<file path="src/rtl/board_io_pkg.sv">
// Shared definitions for board pin-input blocks: debouncer state encoding and
// the default synchroniser depth.
package board_io_pkg;

    typedef enum logic [1:0] {
        S_LOW     = 2'd0,
        S_TO_HIGH = 2'd1,
        S_HIGH    = 2'd2,
        S_TO_LOW  = 2'd3
    } db_state_e;

    localparam int SYNC_STAGES_DEFAULT = 2;

endpackage

</file>
<file path="src/rtl/sample_debouncer_tick_edge.sv">
// Turns the divider's square wave into a one-clk sample strobe on each rising edge.
module tick_edge (
    input  logic clk,
    input  logic rst_n,
    input  logic tick,
    output logic samp
);

    logic tick_q;
    logic tick_d;

    always_comb begin
        tick_d = tick;
    end

    always_ff @(posedge clk or negedge rst_n) begin
        if (!rst_n) begin
            tick_q <= 1'b0;
        end else begin
            tick_q <= tick_d;
        end
    end

    // tick_q clears in reset, so a tick already high at release strobes at once.
    assign samp = tick & ~tick_q;

endmodule

</file>
<file path="src/rtl/sample_debouncer.sv">
// Debounces a raw button level by sampling it on divider ticks; a level change is
// committed only after STABLE_SAMPLES consecutive agreeing samples.
module sample_debouncer
    import board_io_pkg::*;
#(
    parameter int STABLE_SAMPLES = 4,
    parameter int SYNC_STAGES    = SYNC_STAGES_DEFAULT
) (
    input  logic clk,
    input  logic rst_n,
    input  logic tick,
    input  logic in,
    output logic out,
    output logic rise,
    output logic fall
);

    localparam int CW = $clog2(STABLE_SAMPLES + 1);
    localparam logic [CW-1:0] CNT_ONE = CW'(1);
    localparam logic [CW-1:0] CNT_MAX = CW'(STABLE_SAMPLES);

    logic [SYNC_STAGES-1:0] sync_q, sync_d;
    logic                   sin;
    logic                   samp;

    db_state_e              state_q, state_d;
    logic [CW-1:0]          cnt_q, cnt_d;
    logic [CW-1:0]          cnt_inc;
    logic                   out_q, out_d;
    logic                   rise_q, rise_d;
    logic                   fall_q, fall_d;

    for (genvar gi = 0; gi < SYNC_STAGES; gi++) begin : g_sync
        if (gi == 0) begin : g_first
            assign sync_d[gi] = in;
        end else begin : g_rest
            assign sync_d[gi] = sync_q[gi-1];
        end
    end

    assign sin = sync_q[SYNC_STAGES-1];

    tick_edge u_tick_edge (
        .clk   (clk),
        .rst_n (rst_n),
        .tick  (tick),
        .samp  (samp)
    );

    assign cnt_inc = cnt_q + CNT_ONE;

    always_comb begin
        state_d = state_q;
        cnt_d   = cnt_q;
        out_d   = out_q;
        rise_d  = 1'b0;
        fall_d  = 1'b0;
        if (samp) begin
            unique case (state_q)
                S_LOW: begin
                    if (sin) begin
                        if (STABLE_SAMPLES == 1) begin
                            state_d = S_HIGH;
                            cnt_d   = '0;
                            out_d   = 1'b1;
                            rise_d  = 1'b1;
                        end else begin
                            state_d = S_TO_HIGH;
                            cnt_d   = CNT_ONE;
                        end
                    end
                end
                S_TO_HIGH: begin
                    if (!sin) begin
                        state_d = S_LOW;
                        cnt_d   = '0;
                    end else if (cnt_inc == CNT_MAX) begin
                        state_d = S_HIGH;
                        cnt_d   = '0;
                        out_d   = 1'b1;
                        rise_d  = 1'b1;
                    end else begin
                        cnt_d   = cnt_inc;
                    end
                end
                S_HIGH: begin
                    if (!sin) begin
                        if (STABLE_SAMPLES == 1) begin
                            state_d = S_LOW;
                            cnt_d   = '0;
                            out_d   = 1'b0;
                            fall_d  = 1'b1;
                        end else begin
                            state_d = S_TO_LOW;
                            cnt_d   = CNT_ONE;
                        end
                    end
                end
                S_TO_LOW: begin
                    if (sin) begin
                        state_d = S_HIGH;
                        cnt_d   = '0;
                    end else if (cnt_inc == CNT_MAX) begin
                        state_d = S_LOW;
                        cnt_d   = '0;
                        out_d   = 1'b0;
                        fall_d  = 1'b1;
                    end else begin
                        cnt_d   = cnt_inc;
                    end
                end
                default: begin
                    state_d = S_LOW;
                    cnt_d   = '0;
                end
            endcase
        end
    end

    always_ff @(posedge clk or negedge rst_n) begin
        if (!rst_n) begin
            sync_q  <= '0;
            state_q <= S_LOW;
            cnt_q   <= '0;
            out_q   <= 1'b0;
            rise_q  <= 1'b0;
            fall_q  <= 1'b0;
        end else begin
            sync_q  <= sync_d;
            state_q <= state_d;
            cnt_q   <= cnt_d;
            out_q   <= out_d;
            rise_q  <= rise_d;
            fall_q  <= fall_d;
        end
    end

    assign out  = out_q;
    assign rise = rise_q;
    assign fall = fall_q;

endmodule

</file>
<file path="config.mk">
export PLATFORM = sky130hd
export DESIGN_NAME = sample_debouncer
export DESIGN_NICKNAME = d
export VERILOG_FILES = /design/src/rtl/board_io_pkg.sv /design/src/rtl/sample_debouncer_tick_edge.sv /design/src/rtl/sample_debouncer.sv
export SDC_FILE = /design/constraint.sdc
export NUM_CORES = 1
export LEC_CHECK = 0
export CAP_MARGIN = 20
export CORE_AREA = 8 8 45 47
export CTS_BUF_LIST = sky130_fd_sc_hd__clkbuf_8 sky130_fd_sc_hd__clkbuf_16
export DETAILED_ROUTE_END_ITERATION = 8
export DIE_AREA = 0 0 53 55
export PLACE_DENSITY = 0.68
export SLEW_MARGIN = 5
export SYNTH_ARGS = -nofsm -noshare
export SYNTH_HDL_FRONTEND = slang
export SYNTH_HIERARCHICAL = 1
export SYNTH_SLANG_ARGS = --single-unit
</file>
<file path="constraint.sdc">
create_clock -name clk -period 3.56 [get_ports clk]
set_input_delay 0.356 -clock clk [delete_from_list [all_inputs] [get_ports clk]]
set_output_delay 0.356 -clock clk [all_outputs]
set_load 0.005 [all_outputs]
</file>
==> key figures <==
Run status
  • Status: finished clean

Critical path
  • Launch point of the worst reg-to-reg path: cnt_q[0]$_DFFE_PN0P_
  • Data arrival, critical path: between 1.5 and 2 ns
  • Kind of end point of the critical path: flop
  • Crit. Startpoint: tick
  • Worst Path Class, Setup: input pin to flop
  • Largest stage delay, worst path: between 0.4 and 0.5 ns
  • Sequence of cells on the critical path: clkdlybuf4s50_1 -> nor2b_4 -> nand3_1 -> or2_4 -> a221o_1
  • Critical path data required time: ~3.7 ns
  • Cell at the slowest stage of the critical path: sky130_fd_sc_hd__clkdlybuf4s50_1
  • Crit path launch type: input pin
  • Maximum fanout count along the critical path: 8
  • Number of cell instances on the worst register-to-register path: 4

Clock tree
  • Number of CTS-inserted buffers: 3
  • Clock Tree Root: sky130_fd_sc_hd__clkbuf_8
  • Max Buffers Root-to-Sink: 2
  • Clock slew at reported path FFs: 0.05 ns
  • Clk Latency, worst-skew pair: roughly 0.24 ns
  • Post-CTS Resized: 0
  • Clock tree from TritonCTS: done
  • Number of hold buffers added after cts: 0
  • Total number of clock tree sinks: 11
  • Post-CTS setup repair buffer count: 0
  • Max H-tree Level: 1

Hold path
  • Worst min-delay path class: flop to flop
  • Startpoint of the lowest-slack hold path: sync_q[0]$_DFF_PN0_
  • Number of cells traversed by the worst hold path: 0

Placed design
  • Quantity of I/O buffers inserted on ports: 6
  • Detailed placement HPWL: between 600 and 700 µm
  • Final weighted congestion of routability-driven global placement: 0.808

Yosys
  • Average size of a mapped cell: between 10 and 15 µm²
  • Fraction of the yosys area taken by sequential cells: 0.554
  • Synth unique cells: 22
  • Post-synthesis instance area: 497 µm²
  • Flops & latches, synth: 11
  • Syn nets: 51
  • Synthesized netlist cell count: 45
  • Yosys warning total: 6

Cells and area
  • Seq. cell area: roughly 280 µm²
  • Most common cell after layout, fill and taps aside: sky130_fd_sc_hd__dfrtp_1
  • Number of nets in the layout: slightly above 60
  • Inserted Diodes: 0
  • Fraction of final layout cells sized beyond drive strength 1: 0.0926
  • Fillcell total: 142
  • Most used cells in the layout excluding fill and tap cells: 11 x sky130_fd_sc_hd__dfrtp_1, 6 x sky130_fd_sc_hd__clkdlybuf4s50_1, 5 x sky130_fd_sc_hd__inv_1, 4 x sky130_fd_sc_hd__nand2_1, 4 x sky130_fd_sc_hd__o21ai_0
  • Area growth syn-to-layout: 24.2%
  • Multi-input gate area: roughly 200 µm²

Drt
  • Final ANT Viol Nets: 0
  • Number of design rule violations left after detail routing: 0
  • Average vias per placed instance: 4.91
  • Iteration-0 DRC Markers: 3
  • Routed wire per std cell: 12.7 µm
  • Via count of the routed design: roughly 340
  • Wire length reported by the detailed router: just under 900 µm
  • Detailed-routing iteration count for the pre-antenna-repair pass: 4

Floorplanning
  • Initial core utilization: 0.359
  • Number of top-level design ports: 7
  • Standard-cell row count: 14
  • Height of the chip: around 55 µm
  • Core area: roughly 0.0014 mm²
  • Die boundary width: ~53 µm
  • Full die area: between 0.002 and 0.003 mm²

Global route
  • Antenna violations before repair: 0
  • Pin count of the biggest net entering global routing: 12
  • Overflow left after global routing: 0
  • Via count of the first global-routing pass: 356
  • First-pass GRT wire length: around 1.6 mm
  • Overall track demand over capacity in global routing: 0.0761

Timing
  • Slew Viols, Final: 0
  • Setup TNS: 0 ns
  • Maximum clock skew at final layout: about 0.0027 ns
  • Worst slew margin relative to its limit: 0.677
  • Worst hold slack: roughly 0.35 ns
  • Number of failing setup endpoints in the final timing report: 0
  • Unrepaired setup endpoints after global routing: false
  • Final Hold Viols: 0
  • Final cycle utilization of the critical path: 0.480
  • Highest clock rate: 0.585 GHz
  • Slew of the pin with the lowest slew margin: slightly below 0.5 ns
  • Final critical-path required period: approximately 1.7 ns

Power and ir drop
  • Static Leak: 0.000258 µW
  • Worst vdd rail ir drop: between 0.2 and 0.25 mV
  • Total power divided by cell area: around 600 mW/mm²
  • Total design power: approximately 380 µW

Flow run
  • Max-cap violation count: 0
[power by group]
group / switching (µW) / internal [µW] / total, µW
Combinational: 46.6 / 38.8 / 85.4
Sequential: 24.5 / 147 / 172
Clock: 46.2 / 75.7 / 122
[kinds of logic after synthesis]
family | count (synthesis) | synth area share
compound gates | 13 | 0.171
buf+inv | 5 | 0.0403
flops | 11 | 0.554
fa+ha+maj | 2 | 0.0504
simple gates | 12 | 0.149
xor+xnor | 2 | 0.0353
[path summary, 6_finish.rpt]
path,slack [ns],to
min,0.35,sync_q[1]$_DFF_PN0_
min reg2reg,0.35,sync_q[1]$_DFF_PN0_
max,1.85,out$_DFFE_PN0P_
max reg2reg,1.93,out$_DFFE_PN0P_
max in group asynchronous,2.78,fall$_DFF_PN0_
min in group asynchronous,0.45,rise$_DFF_PN0_
[state kept, by name, indices dropped and copies added, names as in the netlist, named ones only]
| name | count |
|---|---|
| sync_q | 2 |
| out | 1 |
| cnt_q | 3 |
| fall | 1 |
| rise | 1 |
| u_tick_edge/tick_q | 1 |
| state_q | 1 |
[worst max-delay path, delay by kind of cell]
kind	cells	cell delay, ns
compound gates	1	0.34
simple gates	3	0.65
buf+inv	1	0.48
[synth_stat cells]
| cell | n | area share |
|---|---|---|
| sky130_fd_sc_hd__nor2b_4 | 1 | 0.028 |
| sky130_fd_sc_hd__clkbuf_2 | 1 | 0.010 |
| sky130_fd_sc_hd__o22ai_1 | 1 | 0.013 |
| sky130_fd_sc_hd__nand2b_1 | 1 | 0.013 |
| sky130_fd_sc_hd__or2_4 | 1 | 0.018 |
| sky130_fd_sc_hd__a21boi_0 | 1 | 0.015 |
| sky130_fd_sc_hd__dfrtp_1 | 11 | 0.55 |
| sky130_fd_sc_hd__o21ai_0 | 4 | 0.040 |
| sky130_fd_sc_hd__a21oi_1 | 2 | 0.020 |
| sky130_fd_sc_hd__inv_1 | 4 | 0.030 |
| sky130_fd_sc_hd__a221o_1 | 1 | 0.020 |
| sky130_fd_sc_hd__ha_1 | 2 | 0.050 |
| sky130_fd_sc_hd__xor2_1 | 1 | 0.018 |
| sky130_fd_sc_hd__nor3_1 | 2 | 0.020 |
| sky130_fd_sc_hd__nand3b_1 | 1 | 0.015 |
| sky130_fd_sc_hd__nand2_1 | 4 | 0.030 |
| sky130_fd_sc_hd__o21a_1 | 2 | 0.030 |
| sky130_fd_sc_hd__nand3_1 | 1 | 0.010 |
| sky130_fd_sc_hd__o32ai_1 | 1 | 0.018 |
| sky130_fd_sc_hd__xnor2_1 | 1 | 0.018 |
| sky130_fd_sc_hd__nor3b_1 | 1 | 0.015 |
| sky130_fd_sc_hd__o211ai_1 | 1 | 0.015 |
[through the flow]
stage / instances / setup slack (ns) / utilization / area (µm²)
2_1_floorplan: 45 / 2.04 / - / 497
3_3_place_gp: 66 / 1.65 / 0.413 / 572
3_5_place_dp: 66 / 1.64 / 0.413 / 572
4_1_cts: 70 / 1.87 / 0.446 / 617
5_1_grt: 70 / 1.80 / 0.446 / 617
6_report: 70 / 1.85 / 0.446 / 617
[layout make-up]
class / instances / share of cell area
clock buffer: 3 / 0.0669
sequential: 11 / 0.446
multi-input combinational: 29 / 0.327
tap: 16 / 0.0325
inverter: 4 / 0.0243
clock inverter: 1 / 0.00609
timing repair buffer: 6 / 0.0974
[layer usage]
| metal | track usage | part of all wire |
|---|---|---|
| met1 | 0.0811 | 0.44 |
| met2 | 0.113 | 0.45 |
| met3 | 0.0401 | 0.091 |
| met4 | 0.0560 | 0.017 |
| met5 | 0 | 0 |
(Power assumes the default switching activity.)
